$ cat src/rtl/loader_pkg.sv
// Shared types and constants for the instruction-memory loader.
package loader_pkg;

  localparam int IW_DEFAULT = 11;
  localparam int AW_DEFAULT = 10;

  typedef enum logic [2:0] {
    S_CNT  = 3'd0,
    S_LO   = 3'd1,
    S_HI   = 3'd2,
    S_WR   = 3'd3,
    S_CSUM = 3'd4,
    S_DONE = 3'd5,
    S_ERR  = 3'd6
  } state_t;

  localparam logic [1:0] ERR_NONE = 2'd0;
  localparam logic [1:0] ERR_ZLEN = 2'd1;
  localparam logic [1:0] ERR_FMT  = 2'd2;
  localparam logic [1:0] ERR_CSUM = 2'd3;

  // States in which a stream byte may be consumed.
  function automatic logic accepting(input state_t s);
    return (s == S_CNT) || (s == S_LO) || (s == S_HI) || (s == S_CSUM);
  endfunction

endpackage

$ cat src/rtl/prog_loader.sv
// Loads a framed byte stream (count, low/high byte pairs, XOR checksum)
// into instruction memory and launches the core when the frame checks out.
//
// Handshake: a byte is consumed on the rising edge of clk when in_valid and
// in_ready are both high; in_ready is registered and never depends on
// in_valid, and in_data is ignored whenever no byte is consumed.
module prog_loader
  import loader_pkg::*;
#(
  parameter int IW = IW_DEFAULT,
  parameter int AW = AW_DEFAULT
) (
  input  logic          clk,
  input  logic          start,
  input  logic          in_valid,
  input  logic [7:0]    in_data,
  output logic          in_ready,
  output logic          im_we,
  output logic [AW-1:0] im_waddr,
  output logic [IW-1:0] im_wdata,
  output logic          core_start,
  output logic          done,
  output logic          err,
  output logic [1:0]    err_code,
  output state_t        dbg_state
);

  // Number of instruction bits carried by the high byte of each pair.
  localparam int HB = IW - 8;

  state_t     state;
  state_t     next_state;
  logic       in_ready_q;
  logic       core_start_q;
  logic [7:0] remaining;
  logic [7:0] csum;
  logic       accept;
  logic       hi_bad;

  assign accept = in_valid && in_ready;
  assign hi_bad = |in_data[7:HB];

  // Next-state decode for the load sequence.
  always_comb begin
    next_state = state;
    case (state)
      S_CNT:   if (accept) next_state = (in_data == 8'd0) ? S_ERR : S_LO;
      S_LO:    if (accept) next_state = S_HI;
      S_HI:    if (accept) next_state = hi_bad ? S_ERR : S_WR;
      S_WR:    next_state = (remaining == 8'd1) ? S_CSUM : S_LO;
      S_CSUM:  if (accept) next_state = (in_data == csum) ? S_DONE : S_ERR;
      default: next_state = state;
    endcase
  end

  // State register plus word assembly, address/count stepping and checksum.
  always_ff @(posedge clk) begin
    if (start) begin
      state        <= S_CNT;
      in_ready_q   <= 1'b0;
      core_start_q <= 1'b0;
      remaining    <= '0;
      csum         <= '0;
      im_waddr     <= '0;
      im_wdata     <= '0;
      err_code     <= ERR_NONE;
    end else begin
      state        <= next_state;
      in_ready_q   <= accepting(next_state);
      core_start_q <= 1'b0;
      case (state)
        S_CNT: if (accept) begin
          if (in_data == 8'd0) begin
            err_code <= ERR_ZLEN;
          end else begin
            remaining <= in_data;
            csum      <= in_data;
          end
        end
        S_LO: if (accept) begin
          im_wdata[7:0] <= in_data;
          csum          <= csum ^ in_data;
        end
        S_HI: if (accept) begin
          if (hi_bad) begin
            err_code <= ERR_FMT;
          end else begin
            im_wdata[IW-1:8] <= in_data[HB-1:0];
            csum             <= csum ^ in_data;
          end
        end
        S_WR: begin
          im_waddr  <= im_waddr + 1'b1;
          remaining <= remaining - 8'd1;
        end
        S_CSUM: if (accept) begin
          if (in_data == csum) core_start_q <= 1'b1;
          else                 err_code     <= ERR_CSUM;
        end
        default: ;
      endcase
    end
  end

  // Output decode; start forces everything quiet in the cycle it is seen.
  always_comb begin
    in_ready   = in_ready_q && !start;
    im_we      = (state == S_WR) && !start;
    core_start = core_start_q && !start;
    done       = ((state == S_DONE) || (state == S_ERR)) && !start;
    err        = (state == S_ERR) && !start;
    dbg_state  = state;
  end

endmodule

$ cat config.mk
export PLATFORM = sky130hd
export DESIGN_NAME = prog_loader
export DESIGN_NICKNAME = d
export VERILOG_FILES = /design/src/rtl/loader_pkg.sv /design/src/rtl/prog_loader.sv
export SDC_FILE = /design/constraint.sdc
export NUM_CORES = 1
export LEC_CHECK = 0
export BUFFER_PORTS_ARGS = -buffer_cell sky130_fd_sc_hd__buf_2
export CORE_UTILIZATION = 50
export DETAILED_ROUTE_END_ITERATION = 10
export GPL_TIMING_DRIVEN = 1
export MAX_ROUTING_LAYER = met4
export PLACE_DENSITY = 0.8
export SLEW_MARGIN = 10
export SYNTH_ARGS = -nofsm -noshare
export SYNTH_HDL_FRONTEND = slang
export SYNTH_SLANG_ARGS = --single-unit
$ cat constraint.sdc
create_clock -name clk -period 2.3 [get_ports clk]
set_input_delay 0.115 -clock clk [delete_from_list [all_inputs] [get_ports clk]]
set_output_delay 0.115 -clock clk [all_outputs]
set_load 0.01 [all_outputs]
==> summary.md, run 1 <==
| Metric | Value |
|---|---|
| Number of clock sinks seen by CTS | 44 |
| Synthesized area | between 0.002 and 0.0025 mm² |
| Routed vias/inst | 5.653 |
| Most used cells in the layout excluding fill and tap cells | sky130_fd_sc_hd__dfxtp_1 (44), sky130_fd_sc_hd__buf_2 (41), sky130_fd_sc_hd__nor2_1 (35), sky130_fd_sc_hd__nand2_1 (33), sky130_fd_sc_hd__a21oi_1 (24) |
| # fillers | 386 |
| Deepest level of the CTS H-tree | 2 |
| Area of the multi-input gates | 0.001247 mm² |
| Floorplan Core Area | 0.004144 mm² |
| Initial antenna violation count | 0 |
| Clock network latency to the later pin of the worst-skew pair | 0.29 ns |
| Run status | finished, final reports clean |
| Bufs on Longest Clock Path | 2 |
| Register-to-Register Setup Slack | 0.14 ns |
| Minimum clock period after layout | 2.163 ns |
| Final-report setup violation count | 0 |
| Prevailing post-synth register cell | sky130_fd_sc_hd__dfxtp_1 |
| Worst hold margin | 0.1318 ns |
| Synth top area share | 39.40% |
| Number of hold buffers added after CTS | 0 |
| Data arrival, critical path | roughly 2.4 ns |
| Clk_skew | 0.008907 ns |
| Via count of the first global-routing pass | 1792 |
| Net Count, Synth | slightly below 300 |
| Flops & latches, synth | 44 |
| Hpwl dp | about 3.6 mm |
| Post-synthesis average cell area | 7.957 µm² |
| Post-Layout Cell Count | 372 |
| Seq. cell area | 880.8 µm² |
| Count of synthesis-stage warnings from yosys | 0 |
| Final weighted congestion in routability-driven placement | 0.9107 |
| Resized cells post-CTS | 0 |
| Kind of path behind the tightest hold check | in -> reg |
| Overall fraction of global-route tracks in use | approximately a quarter |
| Reg2reg end | in_ready_q |
| Area contributors post-synth | sky130_fd_sc_hd__dfxtp_1 (39%), sky130_fd_sc_hd__nor2_1 (5.9%), sky130_fd_sc_hd__nand2_1 (5.5%) |
| Final Max Tran Viols | 0 |
| WP data required | 2.52 ns |
| FF-to-FF path depth | 6 |
| Worst Setup End Kind | flop |
| Slew at the pin with the worst max-slew slack | 0.4891 ns |
| Share of cells above drive strength 1 | 19.25% |
| Sum of routed wire length over all layers | 5.195 mm |
| Count of antenna diodes in the layout | 0 |
| Clock input transition at the sequential cells of the worst setup and hold paths | ~0.08 ns |
| TritonCTS clock tree | done |
| Total leakage power | 1.053 nW |
| Asr flop ratio synth | 0% |
| Number of failing hold endpoints at the final stage | 0 |
| Sum Neg Setup Slack | 0 ns |
| Slew headroom | between 60% and 70% |
| Placement Setup Slack | 0.1586 ns |
| Top fanout value on the critical path | 5 |
| Quantity of I/O buffers inserted on ports | 41 |
| Clock buffer count from CTS | 5 |
| Wire length of the first global-routing pass | 8.024 mm |
| Clock root buffer | sky130_fd_sc_hd__clkbuf_8 |
| Largest net degree at the start of global routing | 49 |
| Site row count | 23 |
| Die footprint | 0.004743 mm² |
| Power Density | about 560 mW/mm² |
| Sequential area share after synthesis | 39.40% |
| Number of enable-type register cells in the synthesized netlist | 0 |
| Initial DRT Pass Iterations | 4 |
| Synth-to-Final Area Change | 15.39% |
| Most common cell after layout, fill and taps aside | sky130_fd_sc_hd__dfxtp_1 |
| Post-CTS Setup Repair Bufs | 0 |
| Worst R2R Start | remaining[2] |
| CP startpoint kind | flop |
| Post-route standard cell area excluding fillers | approximately 0.0026 mm² |
| Net count reported at finish | 335 |
| Number of unique standard cell types used by synthesis | 49 |
| Total I/O pin count | 42 |
| Sink of the worst hold path | csum[6] |
| Starting density of the core | a little over half |
| Aggregate global routing overflow | 0 |
| Die span in y | 68.87 µm |
| Highest clock rate | 462.3 MHz |
| Die span in x | approximately 69 µm |
| Total placed instance area | 0.002490 mm² |
| Unrepaired setup endpoints after global routing | false |
| Initial DRC count | 204 |
| Cells on Worst Hold Path | 3 |
| Share of the clock period used by the worst path after layout | roughly 94% |
| Vias | 2103 |
| Launch point of the worst path | remaining[2] |
| Cell accounting for the most synthesized area | sky130_fd_sc_hd__dfxtp_1 |
| Min-delay src | in_data[6] |
| Worst ir drop on vdd | 359.2 µV |
| DRC viols | 0 |
| Worst setup margin | 0.1370 ns |
| Worst Setup Path Type | reg -> reg |
| Post-Syn Instances | 281 |
| Number of instances in the placed design | between 300 and 400 |
| Count of antenna-violating nets left after detailed routing | 0 |
| Average routed wire per standard cell | ~14 µm |
| Max_cap viols | 0 |
state kept, by name, indices dropped and copies added, names as in the netlist:
register / count
in_ready_q: 1
csum: 8
dbg_state: 3
im_wdata: 11
im_waddr: 10
core_start_q: 1
remaining: 8
err_code: 2
kinds of logic (layout without fill, tap and decap cells):
| group | after synthesis | count (layout) | share of synthesized area [%] |
|---|---|---|---|
| mux | 4 | 4 | 1.791 |
| compound gates | 62 | 62 | 17.29 |
| buf+inv | 23 | 64 | 4.812 |
| flops | 44 | 44 | 39.40 |
| xor+xnor | 18 | 18 | 7.051 |
| fa+ha+maj | 3 | 3 | 1.679 |
| simple gates | 127 | 127 | 27.98 |
area by class of cell:
class	count	area share, %
repair buffers	51	10.86
clock buffers	8	3.492
flip-flops and latches	44	34.14
multi-input cells	214	48.35
well taps	50	2.425
inverters	5	0.7275
critical path, stage by stage, from the launching register on:
cell and delay, ns:
sky130_fd_sc_hd__dfxtp_1 0.35, sky130_fd_sc_hd__or4_1 0.55, sky130_fd_sc_hd__nor4b_1 0.42, sky130_fd_sc_hd__a211oi_1 0.14, sky130_fd_sc_hd__a211o_1 0.27, sky130_fd_sc_hd__a31o_1 0.22
sky130_fd_sc_hd__a21oi_1 0.14
Yosys cell counts (2+ instances only):
cell,instances
sky130_fd_sc_hd__a2111oi_0,2
sky130_fd_sc_hd__or4_1,5
sky130_fd_sc_hd__nand2b_1,3
sky130_fd_sc_hd__and2_1,2
sky130_fd_sc_hd__xor2_1,6
sky130_fd_sc_hd__and3_1,2
sky130_fd_sc_hd__clkbuf_1,13
sky130_fd_sc_hd__nand2_1,33
sky130_fd_sc_hd__o21ai_1,16
sky130_fd_sc_hd__nor4b_1,2
sky130_fd_sc_hd__buf_2,2
sky130_fd_sc_hd__mux2i_1,4
sky130_fd_sc_hd__a21oi_1,24
sky130_fd_sc_hd__or2_2,2
sky130_fd_sc_hd__o21ai_2,2
sky130_fd_sc_hd__ha_1,3
sky130_fd_sc_hd__inv_1,5
sky130_fd_sc_hd__a221oi_1,3
sky130_fd_sc_hd__nor3_1,8
sky130_fd_sc_hd__dfxtp_1,44
sky130_fd_sc_hd__nor2_1,35
sky130_fd_sc_hd__nand4_1,4
sky130_fd_sc_hd__o221a_1,2
sky130_fd_sc_hd__nor2b_1,7
sky130_fd_sc_hd__nor4_1,2
sky130_fd_sc_hd__nand3b_1,2
sky130_fd_sc_hd__nor3b_1,2
sky130_fd_sc_hd__nand3_1,12
sky130_fd_sc_hd__or3_1,2
sky130_fd_sc_hd__and3b_1,2
sky130_fd_sc_hd__xnor2_1,12
where the power goes:
group | total, mW | internal, mW | switching [mW]
Sequential | 0.799 | 0.779 | 0.0197
Combinational | 0.156 | 0.0628 | 0.0930
Clock | 0.492 | 0.245 | 0.247
Total | 1.45 | 1.09 | 0.360
worst max-delay path by stage:
stage                   to  slack (ns)
6_report        in_ready_q        0.14
5_1_grt         in_ready_q     0.00006
4_1_cts         in_ready_q        0.14
3_5_place_dp       csum[0]        0.16
3_3_place_gp       csum[5]        0.20
2_1_floorplan  im_waddr[8]        0.25
per-stage QoR:
step	power [mW]	utilization, %
2_1_floorplan	0.9207	-
3_3_place_gp	0.9671	60.08
3_5_place_dp	0.9699	60.08
4_1_cts	1.457	62.26
5_1_grt	1.513	62.26
6_report	1.447	62.26
layer usage:
layer | track usage (%) | wire (µm) | part of all wire [%]
met5 | - | 0 | 0
met4 | 8.418 | 52 | 1.0
met3 | 5.757 | 299 | 5.8
met2 | 35.92 | 2436 | 47
met1 | 30.07 | 2407 | 46
Power figures use the tool's default switching activity.
==> inputs of run 2 (changes only) <==
--- a/config.mk
+++ b/config.mk
@@ -6,11 +6,12 @@
 export NUM_CORES = 1
 export LEC_CHECK = 0
 export BUFFER_PORTS_ARGS = -buffer_cell sky130_fd_sc_hd__buf_2
-export CORE_UTILIZATION = 50
+export CORE_ASPECT_RATIO = 1.25
+export CORE_UTILIZATION = 30
 export DETAILED_ROUTE_END_ITERATION = 10
 export GPL_TIMING_DRIVEN = 1
 export MAX_ROUTING_LAYER = met4
-export PLACE_DENSITY = 0.8
+export PLACE_DENSITY = 0.54
 export SLEW_MARGIN = 10
 export SYNTH_ARGS = -nofsm -noshare
 export SYNTH_HDL_FRONTEND = slang
==> run 2 against run 1 <==
Clock skew shrank 0.0071 ns; count of clock-buffer cells in the layout decreased by 2; global-route usage decreased by 7.7 points; non-clock buffer count grew 4; routed wire length up 6.3%; die area grew 65%; sequential cell count is the same; hold slack worse by 0.0013 ns; register-to-register slack hardly changed; combinational power is essentially flat; final cell count up 12%; critical path type unchanged; critical endpoint unchanged.
==> summary.md, run 2 (synthesis gave the netlist of run 1 again) <==
| Metric | Value |
|---|---|
| Comb pwr share | approximately 11% |
| Via count of the first global-routing pass | 1977 |
| Floorplan Core Area | 0.007104 mm² |
| Worst-path cell chain | or4_1 -> nor4b_1 -> a211oi_1 -> a211o_1 -> a31o_1 -> a21oi_1 |
| Final weighted congestion in routability-driven placement | 0.7986 |
| Net count reported at finish | 339 |
| Count of antenna-violating nets left after detailed routing | 0 |
| Data arrival, critical path | 2.38 ns |
| Die span in y | just under 100 µm |
| Bufs on Longest Clock Path | 2 |
| Capturing element of the worst setup path | in_ready_q |
| Launch point of the worst path | remaining[2] |
| Final Max Tran Viols | 0 |
| Sequential Power Share | 56.2% |
| Clock network latency to the later pin of the worst-skew pair | 0.29 ns |
| Worst Setup Path Type | reg -> reg |
| Routed vias/inst | between 5 and 6 |
| Slew at the pin with the worst max-slew slack | 0.4980 ns |
| Die footprint | 0.007804 mm² |
| Worst Setup End Kind | flop |
| Wire length of the first global-routing pass | between 9 and 10 mm |
| Post-CTS Setup Repair Bufs | 0 |
| Number of failing hold endpoints at the final stage | 0 |
| Utilization after layout | 37.27% |
| Number of clock sinks seen by CTS | 44 |
| DRC viols | 0 |
| Unrepaired setup endpoints after global routing | false |
| Clk_skew | 0.001766 ns |
| Site row count | 34 |
| Count of antenna diodes in the layout | 0 |
| Kind of path behind the tightest hold check | in -> reg |
| Deepest level of the CTS H-tree | 2 |
| Share of the clock period used by the worst path after layout | 93.63% |
| Initial DRT Pass Iterations | 4 |
| Most common cell after layout, fill and taps aside | sky130_fd_sc_hd__dfxtp_1 |
| Met1 Usage GRT | 19.49% |
| Global-route track usage on met2 | 25.99% |
| Register bank with the most flops | im_wdata |
| Number of hold buffers added after CTS | 0 |
| Highest clock rate | 464.4 MHz |
| Max_cap viols | 0 |
| Power Density | roughly 540 mW/mm² |
| Reg2reg end | in_ready_q |
| Aggregate global routing overflow | 0 |
| Minimum clock period after layout | 2.153 ns |
| Total leakage power | 1.068 nW |
| Starting density of the core | between 30% and 40% |
| Design Power | 1.420 mW |
| Share of cells above drive strength 1 | 20.31% |
| Total I/O pin count | 42 |
| Clock buffer count from CTS | 5 |
| Synth-to-Final Area Change | 18.41% |
| Initial antenna violation count | 0 |
| Hpwl dp | 3.975 mm |
| Slowest stage cell on the critical path | sky130_fd_sc_hd__or4_1 |
| Number of instances in the placed design | 408 |
| TritonCTS clock tree | done |
| CP startpoint kind | flop |
| Worst R2R Start | remaining[2] |
| Top fanout value on the critical path | 5 |
| Register-to-Register Setup Slack | 0.15 ns |
| Worst ir drop on vdd | ~220 µV |
| Final-report setup violation count | 0 |
| Switching pwr | 0.3686 mW |
| Clock root buffer | sky130_fd_sc_hd__clkbuf_8 |
| FF-to-FF path depth | 6 |
| Vias | 2089 |
| Post-Layout Cell Count | 415 |
| Worst setup margin | 0.1466 ns |
| Clock input transition at the sequential cells of the worst setup and hold paths | 0.08 ns |
| Internal power | between 1 and 1.5 mW |
| Initial DRC count | ~120 |
| Placement Setup Slack | about 0.15 ns |
| Run status | finished, final reports clean |
| Busiest layer in global routing | met2 |
| Registers with the most flip-flops | im_wdata: 11 flops, im_waddr: 10 flops |
| Largest register FFs | 11 |
| Clock share of power | 32.6% |
| Largest net degree at the start of global routing | between 40 and 50 |
| Most used cells in the layout excluding fill and tap cells | sky130_fd_sc_hd__dfxtp_1 (44), sky130_fd_sc_hd__buf_2 (41), sky130_fd_sc_hd__nor2_1 (35), sky130_fd_sc_hd__nand2_1 (33), sky130_fd_sc_hd__a21oi_1 (24) |
| Quantity of I/O buffers inserted on ports | 41 |
| Die span in x | 79.22 µm |
| Peak per-stage delay on the critical path | 0.55 ns |
| Average routed wire per standard cell | 13.30 µm |
| Met3 demand-to-capacity share in global routing | 3.519% |
| Resized cells post-CTS | 0 |
| Slew headroom | about 67% |
| Fraction of power spent switching nets | 25.96% |
| WP data required | about 2.5 ns |
| Sum Neg Setup Slack | 0 ns |
| Overall fraction of global-route tracks in use | 15.83% |
| Sum of routed wire length over all layers | 5.521 mm |
## run 2: how the worst min path moves through the flow
stage	depth (start not counted)	from	end	slack, ns
floorplan	2	in_data[0]	csum[0]	0.25
global placement	3	in_data[6]	csum[6]	0.44
detailed placement	2	im_wdata[6]	im_wdata[6]	0.44
CTS	3	in_data[3]	csum[3]	0.13
global route	3	in_data[6]	csum[6]	0.13
finish	3	in_data[3]	csum[3]	0.13
## run 2: final cells by class
type / instances / area [µm²]
Timing Repair Buffer: 55 / 310.3
Clock inverter: 1 / 5.005
Sequential cell: 44 / 880.8
Inverter: 5 / 18.77
Multi-Input combinational cell: 214 / 1247
Fill cell: 768 / 4457
Clock buffer: 6 / 72.57
Tap cell: 90 / 112.6
## run 2: worst max-delay path: cells and delay by family (launching register included)
family,cells,cell delay [ns]
AND/OR/NAND/NOR,2,0.97
flip-flops,1,0.35
AO/OA/AOI/OAI,4,0.78
## run 2: metrics by stage
| step | hold WS (ns) | instance area, µm² |
|---|---|---|
| final | 0.1305 | 2648 |
| after floorplan | 0.2510 | 2236 |
| after global placement | 0.4371 | 2570 |
| after global routing | 0.1283 | 2648 |
| after detailed placement | 0.4442 | 2570 |
| after CTS | 0.1262 | 2648 |
## run 2: metal layers
metal  routed length (µm)  up-vias
li1                     -     1066
met1                 2512      966
met2                 2679       51
met3                  264        6
met4                   64        0
met5                    0        -
## run 2: power groups by stage
| stage | registers, mW | logic (mW) | clock network [mW] |
|---|---|---|---|
| after floorplan | 0.812 | 0.108 | 0 |
| after global placement | 0.816 | 0.159 | 0 |
| after detailed placement | 0.816 | 0.161 | 0 |
| after CTS | 0.798 | 0.162 | 0.486 |
| after global routing | 0.802 | 0.180 | 0.516 |
| final | 0.798 | 0.159 | 0.463 |
==> inputs of run 3 (changes only) <==
--- a/config.mk
+++ b/config.mk
@@ -11,7 +11,7 @@
 export DETAILED_ROUTE_END_ITERATION = 10
 export GPL_TIMING_DRIVEN = 1
 export MAX_ROUTING_LAYER = met4
-export PLACE_DENSITY = 0.54
+export PLACE_DENSITY = 0.56
 export SLEW_MARGIN = 10
 export SYNTH_ARGS = -nofsm -noshare
 export SYNTH_HDL_FRONTEND = slang
==> constraint.sdc (replaced) <==
create_clock -name clk -period 1.8 [get_ports clk]
set_input_delay 0.09 -clock clk [delete_from_list [all_inputs] [get_ports clk]]
set_output_delay 0.09 -clock clk [all_outputs]
set_load 0.01 [all_outputs]
==> run 3 against run 2 <==
The run now ends with negative setup slack left; sequential cell count stayed put; non-clock buffer count increased by 24; final cell count is 6.0% higher; clock power grew 64%; sequential power grew 28%; critical endpoint unchanged; first-iteration DRC count shrank 31%.
==> summary.md, run 3 (synthesis gave the netlist of run 1 again) <==
| Metric | Value |
|---|---|
| Run status | complete, but fails checks |
| Violations in the final reports | negative setup slack |
| Worst Setup Path Type | reg -> reg |
| Number of instances in the placed design | 430 |
| Die footprint | 0.007804 mm² |
| Global-route track usage on met2 | 26.79% |
| Number of failing hold endpoints at the final stage | 0 |
| Clk_skew | 0.002346 ns |
| Number of hold buffers added after CTS | 0 |
| Initial DRT Pass Iterations | 4 |
| Sum Neg Setup Slack | -0.1690 ns |
| Wire length of the first global-routing pass | between 9 and 10 mm |
| Most used cells in the layout excluding fill and tap cells | sky130_fd_sc_hd__buf_2 (41), sky130_fd_sc_hd__dfxtp_1 (39), sky130_fd_sc_hd__buf_4 (36), sky130_fd_sc_hd__nor2_1 (35), sky130_fd_sc_hd__nand2_1 (33) |
| DRC viols | 0 |
| Design Power | 2.030 mW |
| Share of cells above drive strength 1 | 30.29% |
| Bufs on Longest Clock Path | 2 |
| Top fanout value on the critical path | 3 |
| WP data required | 2.04 ns |
| Routed vias/inst | 5.009 |
| Highest clock rate | 517.7 MHz |
| Hpwl dp | approximately 4.3 mm |
| Die span in y | 98.52 µm |
| Slew at the pin with the worst max-slew slack | 0.5143 ns |
| Worst Setup End Kind | flop |
| Initial antenna violation count | 0 |
| Busiest layer in global routing | met2 |
| Clock root buffer | sky130_fd_sc_hd__clkbuf_8 |
| Via count of the first global-routing pass | between 2000 and 2500 |
| Register bank with the most flops | im_wdata |
| Total leakage power | approximately 1.2 nW |
| Worst ir drop on vdd | 324.7 µV |
| Kind of path behind the tightest hold check | in -> reg |
| Average routed wire per standard cell | 13.61 µm |
| Floorplan Core Area | 0.007104 mm² |
| Share of the clock period used by the worst path after layout | 107.3% |
| Peak per-stage delay on the critical path | 0.55 ns |
| Max_cap viols | 0 |
| Net count reported at finish | 363 |
| TritonCTS clock tree | done |
| Power Density | 689.9 mW/mm² |
| Final Max Tran Viols | 0 |
| Data arrival, critical path | 2.17 ns |
| Overall fraction of global-route tracks in use | around 17% |
| Aggregate global routing overflow | 0 |
| Clock buffer count from CTS | 5 |
| WP buf/inv | 0 |
| Slowest stage cell on the critical path | sky130_fd_sc_hd__or4_4 |
| # fillers | 748 |
| Total I/O pin count | 42 |
| Worst setup margin | -0.1316 ns |
| Placement Setup Slack | -0.1880 ns |
| Deepest level of the CTS H-tree | 2 |
| Clock network latency to the later pin of the worst-skew pair | approximately 0.30 ns |
| Die span in x | 79.22 µm |
| Worst hold margin | between 0.2 and 0.25 ns |
| Met1 Usage GRT | 20.53% |
| Final weighted congestion in routability-driven placement | 0.8140 |
| Post-Layout Cell Count | 440 |
| Final-report setup violation count | 2 |
| Initial DRC count | 82 |
| Site row count | 34 |
| Most common cell after layout, fill and taps aside | sky130_fd_sc_hd__buf_2 |
| Largest net degree at the start of global routing | roughly 50 |
| Quantity of I/O buffers inserted on ports | 41 |
| Count of antenna-violating nets left after detailed routing | 0 |
| Unrepaired setup endpoints after global routing | true |
| Slew headroom | 65.72% |
| Largest register FFs | 11 |
| Vias | 2204 |
| Synth-to-Final Area Change | 31.62% |
| Minimum clock period after layout | 1.932 ns |
| Met3 demand-to-capacity share in global routing | under 10% |
| Count of antenna diodes in the layout | 0 |
| Top delay family on crit path | simple AND/OR/NAND/NOR gates |
| Clock input transition at the sequential cells of the worst setup and hold paths | 0.08 ns |
| Worst-path cell chain | or4_4 -> nor4b_4 -> a211oi_2 -> a211o_1 -> a21o_1 -> a21oi_2 |
| Registers with the most flip-flops | im_wdata: 11 flops, im_waddr: 10 flops |
| Number of clock sinks seen by CTS | 44 |
| CP startpoint kind | flop |
| Starting density of the core | 31.47% |
| Sum of routed wire length over all layers | 5.988 mm |
[run 3: final timing paths]
kind | startpoint | endpoint | slack, ns | cells past startpoint
worst min register to register | im_wdata[4] | im_wdata[4] | 0.45 | 2
worst max-delay path | remaining[2] | in_ready_q | -0.13 | 6
worst max register to register | remaining[2] | in_ready_q | -0.13 | 6
worst min-delay path | in_data[5] | csum[5] | 0.21 | 4
[run 3: power by group]
group,internal (mW),switching (mW),leakage (nW)
registers,0.996,0.0250,0.359
logic,0.112,0.136,0.809
clock network,0.412,0.349,0.0552
[run 3: repair_timing]
item                       in CTS  in global routing
cloned                          0                  0
setup buffers                   2                  0
setup endpoints to repair       5                 14
resized for setup               2                 11
hold endpoints to repair        0                  0
pin swaps                       4                  1
[run 3: worst min-delay path, stage by stage]
cell                      delay (ns)
sky130_fd_sc_hd__buf_2          0.11
sky130_fd_sc_hd__buf_4          0.15
sky130_fd_sc_hd__nand2_1        0.05
sky130_fd_sc_hd__a21oi_1        0.05
[run 3: through the flow]
| step | area [µm²] | utilization [%] |
|---|---|---|
| after floorplan | 2272 | - |
| after global placement | 2776 | 39.08 |
| after detailed placement | 2776 | 39.08 |
| after CTS | 2903 | 40.86 |
| after global routing | 2943 | 41.42 |
| final | 2943 | 41.42 |
[run 3: routing by layer]
| layer | share of wire, % | vias to the layer above |
|---|---|---|
| met4 | 1.6 | 0 |
| met3 | 4.4 | 8 |
| met2 | 47 | 55 |
| met5 | 0 | - |
| li1 | - | 1116 |
| met1 | 47 | 1025 |
[run 3: cell type report]
| cell class | instances | area, µm² | area share, % |
|---|---|---|---|
| Multi-Input combinational cell | 214 | 1310 | 44.52 |
| Sequential cell | 44 | 887.1 | 30.14 |
| Timing Repair Buffer | 79 | 506.7 | 17.22 |
| Tap cell | 90 | 112.6 | 3.827 |
| Clock buffer | 6 | 72.57 | 2.466 |
| Clock inverter | 2 | 35.03 | 1.190 |
| Inverter | 5 | 18.77 | 0.6378 |
